$ cat config.mk
export PLATFORM = sky130hd
export DESIGN_NAME = config_sequencer
export DESIGN_NICKNAME = d
export VERILOG_FILES = /design/src/rtl/config_sequencer.sv
export SDC_FILE = /design/constraint.sdc
export NUM_CORES = 1
export LEC_CHECK = 0
export CORE_MARGIN = 2
export CORE_UTILIZATION = 42
export CTS_CLUSTER_SIZE = 30
export DETAILED_ROUTE_END_ITERATION = 10
export PLACE_DENSITY = 0.56
export REMOVE_ABC_BUFFERS = 1
export SYNTH_ARGS = -nofsm -noshare
export SYNTH_HDL_FRONTEND = slang
export SYNTH_SLANG_ARGS = --single-unit
$ cat constraint.sdc
create_clock -name clk -period 3.55 [get_ports clk]
set_input_delay 0.71 -clock clk [delete_from_list [all_inputs] [get_ports clk]]
set_output_delay 0.71 -clock clk [all_outputs]
set_load 0.1 [all_outputs]
$ cat src/rtl/config_sequencer.sv
// config_sequencer
//   Sequences runtime reconfiguration of the instrumentation pipeline.
//   When tracing is active it first holds the upstream stalled while
//   in-flight trace data drains, then drops tracing. For each unit in turn it
//   buffers BYTES_PER_UNIT firmware bytes from the host byte stream. It then
//   replays them as one gap-free configId/configData burst, because units
//   restart their byte counter on any non-matching configId. Finally it
//   restores tracing if the host still requests it.
//
// Ports
//   clk         clock
//   rst_n       asynchronous active-low reset
//   trace_en    host request: tracing on when not configuring
//   cfg_start   pulse: begin full reconfiguration (IDLE/TRACE only)
//   cfg_valid   host byte valid
//   cfg_byte    host firmware byte
//   cfg_ready   byte accepted when cfg_valid && cfg_ready (high only in FETCH)
//   input_stall upstream must not assert valid_in while high
//   tracing     shared tracing bus
//   configId    shared config id bus
//   configData  shared config data bus
//   cfg_busy    high from cfg_start acceptance until DONE
//   cfg_done    one-cycle pulse when the last unit has been loaded
module config_sequencer #(
    parameter int unsigned NUM_UNITS      = 4,
    parameter int unsigned MAX_CHAINS     = 4,
    parameter int unsigned BYTES_PER_UNIT = 3 * MAX_CHAINS,
    parameter int unsigned UNIT_ID_BASE   = 0,
    parameter logic [7:0]  IDLE_ID        = 8'hFF,
    parameter int unsigned DRAIN_CYCLES   = 4
) (
    input  logic       clk,
    input  logic       rst_n,
    input  logic       trace_en,
    input  logic       cfg_start,
    input  logic       cfg_valid,
    input  logic [7:0] cfg_byte,
    output logic       cfg_ready,
    output logic       input_stall,
    output logic       tracing,
    output logic [7:0] configId,
    output logic [7:0] configData,
    output logic       cfg_busy,
    output logic       cfg_done
);

    localparam int UW     = (NUM_UNITS > 1) ? $clog2(NUM_UNITS) : 1;
    localparam int DW     = (DRAIN_CYCLES > 1) ? $clog2(DRAIN_CYCLES) : 1;
    localparam int BW     = (BYTES_PER_UNIT > 1) ? $clog2(BYTES_PER_UNIT) : 1;
    localparam int BDEPTH = 1 << BW;

    localparam logic [7:0]    LAST_IDX   = 8'(BYTES_PER_UNIT - 1);
    localparam logic [UW-1:0] LAST_U     = UW'(NUM_UNITS - 1);
    localparam logic [DW-1:0] LAST_DRAIN = DW'(DRAIN_CYCLES - 1);

    typedef enum logic [2:0] {
        S_IDLE  = 3'd0,
        S_TRACE = 3'd1,
        S_DRAIN = 3'd2,
        S_FETCH = 3'd3,
        S_EMIT  = 3'd4,
        S_GAP   = 3'd5,
        S_DONE  = 3'd6
    } state_t;

    state_t          state_r, state_s;
    logic [7:0]      idx_r, idx_s;
    logic [7:0]      k_r, k_s;
    logic [UW-1:0]   u_r, u_s;
    logic [DW-1:0]   dcnt_r, dcnt_s;
    logic            wr_s;
    logic [7:0]      data_buf_r [0:BDEPTH-1];

    logic            tracing_r, tracing_s;
    logic            stall_r, stall_s;
    logic            busy_r, busy_s;
    logic            done_r, done_s;
    logic [7:0]      id_r, id_s;
    logic [7:0]      data_r, data_s;

    // State and sequencing counters.
    always_ff @(posedge clk or negedge rst_n) begin
        if (!rst_n) begin
            state_r <= S_IDLE;
            idx_r   <= 8'd0;
            k_r     <= 8'd0;
            u_r     <= '0;
            dcnt_r  <= '0;
        end else begin
            state_r <= state_s;
            idx_r   <= idx_s;
            k_r     <= k_s;
            u_r     <= u_s;
            dcnt_r  <= dcnt_s;
        end
    end

    // Firmware byte buffer; contents are don't-care until written, so no reset.
    always_ff @(posedge clk) begin
        if (wr_s) begin
            data_buf_r[idx_r[BW-1:0]] <= cfg_byte;
        end
    end

    // Next-state and counter update logic.
    always_comb begin
        state_s = state_r;
        idx_s   = idx_r;
        k_s     = k_r;
        u_s     = u_r;
        dcnt_s  = dcnt_r;
        wr_s    = 1'b0;
        case (state_r)
            S_IDLE: begin
                if (cfg_start) begin
                    state_s = S_FETCH;
                    u_s     = '0;
                    idx_s   = 8'd0;
                end else if (trace_en) begin
                    state_s = S_TRACE;
                end else begin
                    state_s = S_IDLE;
                end
            end
            S_TRACE: begin
                // A start request outranks a simultaneous trace_en fall.
                if (cfg_start) begin
                    state_s = S_DRAIN;
                    dcnt_s  = '0;
                end else if (!trace_en) begin
                    state_s = S_IDLE;
                end else begin
                    state_s = S_TRACE;
                end
            end
            S_DRAIN: begin
                if (dcnt_r == LAST_DRAIN) begin
                    state_s = S_FETCH;
                    u_s     = '0;
                    idx_s   = 8'd0;
                end else begin
                    dcnt_s = dcnt_r + DW'(1);
                end
            end
            S_FETCH: begin
                if (cfg_valid) begin
                    wr_s = 1'b1;
                    if (idx_r == LAST_IDX) begin
                        state_s = S_EMIT;
                        k_s     = 8'd0;
                    end else begin
                        idx_s = idx_r + 8'd1;
                    end
                end else begin
                    state_s = S_FETCH;
                end
            end
            S_EMIT: begin
                if (k_r == LAST_IDX) begin
                    state_s = S_GAP;
                end else begin
                    k_s = k_r + 8'd1;
                end
            end
            S_GAP: begin
                if (u_r == LAST_U) begin
                    state_s = S_DONE;
                end else begin
                    state_s = S_FETCH;
                    u_s     = u_r + UW'(1);
                    idx_s   = 8'd0;
                end
            end
            S_DONE: begin
                if (trace_en) begin
                    state_s = S_TRACE;
                end else begin
                    state_s = S_IDLE;
                end
            end
            default: begin
                state_s = S_IDLE;
            end
        endcase
    end

    // Output decode from the upcoming state so the registered bus values line
    // up with the state they belong to.
    always_comb begin
        tracing_s = (state_s == S_TRACE) || (state_s == S_DRAIN);
        busy_s    = (state_s == S_DRAIN) || (state_s == S_FETCH) ||
                    (state_s == S_EMIT)  || (state_s == S_GAP)   ||
                    (state_s == S_DONE);
        // Stall persists through the load only when the load came via DRAIN.
        stall_s   = (state_s == S_DRAIN) ||
                    (stall_r && ((state_s == S_FETCH) || (state_s == S_EMIT) ||
                                 (state_s == S_GAP)   || (state_s == S_DONE)));
        done_s    = (state_s == S_DONE);
        if (state_s == S_EMIT) begin
            id_s = 8'(UNIT_ID_BASE) + 8'(u_s);
            // The byte being accepted this cycle is not in the buffer yet.
            if (wr_s && (idx_r[BW-1:0] == k_s[BW-1:0])) begin
                data_s = cfg_byte;
            end else begin
                data_s = data_buf_r[k_s[BW-1:0]];
            end
        end else begin
            id_s   = IDLE_ID;
            data_s = 8'h00;
        end
    end

    // Output registers.
    always_ff @(posedge clk or negedge rst_n) begin
        if (!rst_n) begin
            tracing_r <= 1'b0;
            stall_r   <= 1'b0;
            busy_r    <= 1'b0;
            done_r    <= 1'b0;
            id_r      <= IDLE_ID;
            data_r    <= 8'h00;
        end else begin
            tracing_r <= tracing_s;
            stall_r   <= stall_s;
            busy_r    <= busy_s;
            done_r    <= done_s;
            id_r      <= id_s;
            data_r    <= data_s;
        end
    end

    assign cfg_ready   = (state_r == S_FETCH);
    assign input_stall = stall_r;
    assign tracing     = tracing_r;
    assign configId    = id_r;
    assign configData  = data_r;
    assign cfg_busy    = busy_r;
    assign cfg_done    = done_r;

endmodule

Word-level counts from Yosys, hierarchy flattened:

Memory sizes are Yosys's and may differ from the RTL's.
Cells that the tools add are included.

* output and inout bits: 21
* input bits: 13
* RAM bits: 128
* memories: 1
* register bits after elaboration: 43

* equality and inequality tests: 26
* add/sub/neg operators: 4
* reductions and logical operators: 18
* muxes and demuxes: 33

Memories
* data_buf_r: words 16, width 8, read ports 1, clocked after memory_dff 0, wr ports 1, line 72 `logic [7:0] data_buf_r [0:BDEPTH-1];`

Operator list (number)
* 2-to-1 mux 8 bit: 11
* one-hot mux 8 bit (4 select lines): 1
* one-hot mux 3 bit (7 select lines): 1
* equality test 3 bit (second input constant): 6
* adder 8 x 1 -> 8 bit (second input constant): 2
* equality test 8 x 4 -> 1 bit (second input constant): 2
* inequality test 2 bit (second input constant): 8
* one-hot mux 8 bit (2 select lines): 1
* 2-to-1 mux 3 bit: 5
* 2-to-1 mux 2 bit: 7
* equality test 3 x 2 -> 1 bit (second input constant): 4
* logical OR 1 bit: 9
* equality test 3 x 1 -> 1 bit (second input constant): 2
* one-hot mux 2 bit (3 select lines): 1
* AND reduction 6 bit: 1
* 2-to-1 mux 1 bit: 5
* adder 2 x 1 -> 2 bit (second input constant): 2
* equality test 2 bit (second input constant): 2
* equality test 4 bit: 1
* one-hot mux 2 bit (2 select lines): 1
* AND reduction 4 bit: 1
* nonzero test 2 bit: 2
* nonzero test 4 bit: 1
* zero test 3 bit: 1
* other kinds (3): 4

Longest topological paths before layout:

* word-level depth: 10
* depth in mapped cells: 13

Worst setup path after synthesis:

Ideal clock, no wire load.

* kind: register to register
* start: register idx_r[1]
* end: register data_r[1], in the netlist configData[1]
* arrival time: 2879 ps
* buffers on the path: 1
* setup slack: 551 ps
* clock period less this slack: 2999 ps
* cell stages (with the launch flop): 13
* data required time: 3430 ps
* path through: dfrtp_1 ha_1 or3b_2 nor3_2 nor2_2 nor2_2 inv_2 a32oi_4 buf_4 mux2_2 o22ai_1 o21ai_1 and3_1

* word-level cells in the longest chain between the ends: 8

Ends and longest elaborated chain
* start, declared: line 67 `logic [7:0] idx_r, idx_s;`
* start signal, assigned: line 91 `idx_r <= idx_s;`
* parallel branches: the longest is 7 deep, another holds memory (16 x 8 bit)
* 2-to-1 mux 8 bit (*): line 199 `if (state_s == S_EMIT) begin`
* named net data_s[1]: line 79 `logic [7:0] data_r, data_s;`
* end signal, assigned: line 228 `data_r <= data_s;`
* end, declared: line 79

Mark *: on every way through the listed nets, which the timed path passes. The select of a mux whose other input is x is not followed.
A chain may end at the register's enable or synchronous reset.

Final worst setup path:

* start: register idx_r[0]
* end: register data_r[3], in the netlist configData[3]

Same word-level chain as after synthesis.

==> impl_metrics.ini <==
[global_routing]
grt_pass1_vias = 4112
antenna_found_initial = 0
grt_first_pass_wirelength_um = 23800
grt-ovfl-total = 0
grt_util_all_layers = 0.178
grt_max_degree = 39

[placed_design]
dpl.hpwl_um = 10100
gp_congestion = 0.788
dp_cells = 751
io_buffers = 33

[critical_path]
crit_arrival_ns = 3.59
path_buf_inv = 3
critical-path-top-delay-family = simple AND/OR/NAND/NOR gates
critPathSlowestCell = or3b_2
cp_slowest_stage_delay_ns = 0.49
worstSetupPathType = flip-flop to flip-flop
cp_max_fo = 36
required_ns = 3.85
cpMostUsedCell = nor2_2
crit_chain = ha_1, or3b_2, nor3_2, nor2_2, nor2_2, inv_2, a32oi_4, buf_12, buf_4, mux2_2, o22ai_1, o21ai_0, and3_1
startpoint_type = flip-flop
critPathCaptureType = flip-flop

[layout]
antenna_cells = 0
drive_gt1_frac = 0.242
final_cells = 783
area_delta_synth_final_pct = 17.5
post-route-util = 0.505
final_nets = 569
final_common_cell = edfxtp_1
fillers = 1383
final_cell_mix = edfxtp_1 (128), mux2_2 (52), nand2_1 (36)

[timing]
finalHoldViolCount = 0
worst_pin_slew_ns = 0.996
relSlewSlack = 0.334
period_minus_slack_ns = 3.28
rsz0062_at_grt = no
timing.final.crit_share = 0.924
finalSetupViolCount = 0
max_freq_mhz = 305
maxSlewViolCount = 0
finClkSkew_ns = 0.00769
hold_slack_ns = 0.437

[synth]
ys_async_sr_fraction = 0.229
yosys.area.top_type = edfxtp_1
yosys_warnings = 0
synthTopCellsByArea = edfxtp_1 (54%), dfrtp_1 (12%), mux2_2 (8.2%)
syn_inst = 500
mappedNetlistArea_sq_mm = 0.00710
syn_area_per_cell_sq_um = 14.2
ys_seq_elements = 166
synth-edff-count = 128
ys.flop_type = edfxtp_1
synth_cell_types = 56
synth_top_area_frac = 0.542
yosysSeqAreaShare = 0.676

[cts]
h-tree-depth = 4
clkTransAtPathRegs_ns = 0.06
cts_tree = done
cts_buffers = 17
cts_resized = 0
clk_path_buf_depth = 2
postCtsSetupRepairBufs = 0
clkLatencyLatePin_ns = 0.42
cts_hold_buf = 0
cts_root_buf = clkbuf_16
cts_sinks = 166

[run]
cap_violations = 0

[power_and_ir_drop]
p_per_area_mw_per_mm2 = 646
irDropWorstVdd_mv = 0.464
p_leak_nw = 3.03
combPwrFrac = 0.214
netSwitchingPower_w = 0.00164
intPower_w = 0.00375
clkPwrFrac = 0.342
p_seq_frac = 0.443
switching_share = 0.304

[floorplanning]
fp.coreArea_sq_mm = 0.0165
start_util = 0.430
io_pins = 34
dieArea_sq_mm = 0.0180
die_h_um = 134
rows = 47
die_width_um = 134

[drt]
via_count = 4218
drt-total-wl_um = 15200
avgViaCountPerCell = 5.39
drt_pre_antenna_iters = 5
drc = 0
ant_nets = 0
routedWlPerCell_um = 19.4
drt_first_iter_violations = 298

[status]
run_status = complete, no violations

[hold_path]
hp-class = input pin to asynchronous set/reset pin
[through the flow]
step	TNS (ns)	power [W]	cell area [sq um]	setup WS, ns
finish	0	0.00539	8340	0.269
global route	0	0.00563	8340	0.0745
CTS	0	0.00542	8340	0.274
detailed placement	-0.0557	0.00358	7740	-0.0557
global placement	-0.0339	0.00357	7740	-0.0339
floorplan	-4.18	0.00314	6940	-0.545
[kinds of logic (layout without fill, tap and decap cells)]
| logic type | after synthesis | count (layout) | share of synthesized area |
|---|---|---|---|
| buf+inv | 38 | 101 | 0.0282 |
| fa+ha+maj | 6 | 6 | 0.0106 |
| simple gates | 130 | 130 | 0.0973 |
| flops | 166 | 166 | 0.676 |
| compound gates | 94 | 94 | 0.0866 |
| xor+xnor | 5 | 5 | 0.00617 |
| mux | 61 | 61 | 0.0952 |
[final timing paths]
kind,to,cells after the start,start,slack (ns)
setup / recovery,configData[3],13,idx_r[0],0.27
hold / removal,input_stall,1,rst_n,0.44
setup reg to reg,configData[3],13,idx_r[0],0.27
hold reg to reg,k_r[7],1,k_r[7],0.50
max in group asynchronous,configData[7],1,rst_n,2.51
min in group clk,k_r[7],1,k_r[7],0.50
[final cells by class]
| type | count | area [sq um] | share of cell area |
|---|---|---|---|
| clock buffers | 20 | 457 | 0.0547 |
| multi-input cells | 296 | 2100 | 0.252 |
| repair buffers | 58 | 528 | 0.0633 |
| inverters | 11 | 41.3 | 0.00495 |
| well taps | 220 | 275 | 0.0330 |
| clock inverters | 12 | 143 | 0.0171 |
| flip-flops and latches | 166 | 4800 | 0.575 |
[routing by layer]
layer  vias up  GRT usage  wire, um
met1      2140      0.258      7410
met3        16     0.0404       559
met4         0     0.0609       223
met2        73      0.268      7000
li1       1989          -         -
met5         -          0         0
[synthesized netlist by cell type (all sizes together), types with 2 or more instances]
| cell type | count |
|---|---|
| a211oi | 2 |
| a21boi | 2 |
| a21oi | 13 |
| a311oi | 2 |
| a31oi | 3 |
| and2 | 13 |
| and3 | 19 |
| buf | 15 |
| clkbuf | 12 |
| dfrtp | 35 |
| dfstp | 3 |
| edfxtp | 128 |
| ha | 6 |
| inv | 11 |
| mux2 | 52 |
| mux2i | 9 |
| nand2 | 36 |
| nand3 | 13 |
| nand4 | 2 |
| nand4bb | 2 |
| nor2 | 21 |
| nor3 | 5 |
| o211ai | 2 |
| o21ai | 33 |
| o22ai | 25 |
| o41ai | 2 |
| or2 | 4 |
| or3 | 5 |
| or3b | 2 |
| xnor2 | 4 |
[worst reg2reg max path, cell delays in order, from the launching register on]
cell and delay, ns:
dfrtp_1 0.45, ha_1 0.20, or3b_2 0.49, nor3_2 0.18, nor2_2 0.07, nor2_2 0.14
inv_2 0.06, a32oi_4 0.18, buf_12 0.26, buf_4 0.20, mux2_2 0.34, o22ai_1 0.16
o21ai_0 0.19, and3_1 0.26
[power by group through the flow]
| stage | Clock, W | Sequential [W] | Combinational (W) |
|---|---|---|---|
| finish | 0.00184 | 0.00239 | 0.00115 |
| global route | 0.00196 | 0.00241 | 0.00126 |
| CTS | 0.00187 | 0.00239 | 0.00117 |
| detailed placement | 0 | 0.00242 | 0.00116 |
| global placement | 0 | 0.00242 | 0.00114 |
| floorplan | 0 | 0.00255 | 0.000595 |
[sequential cells by signal, summed over array words and instances, names as in the netlist]
name         cells
configId         3
cfg_done         1
data_buf_r     128
dcnt_r           2
tracing          1
configData       8
u_r              2
idx_r            8
input_stall      1
k_r              8
cfg_busy         1
state_r          3
Note: power is estimated with default switching activity, not from simulation.
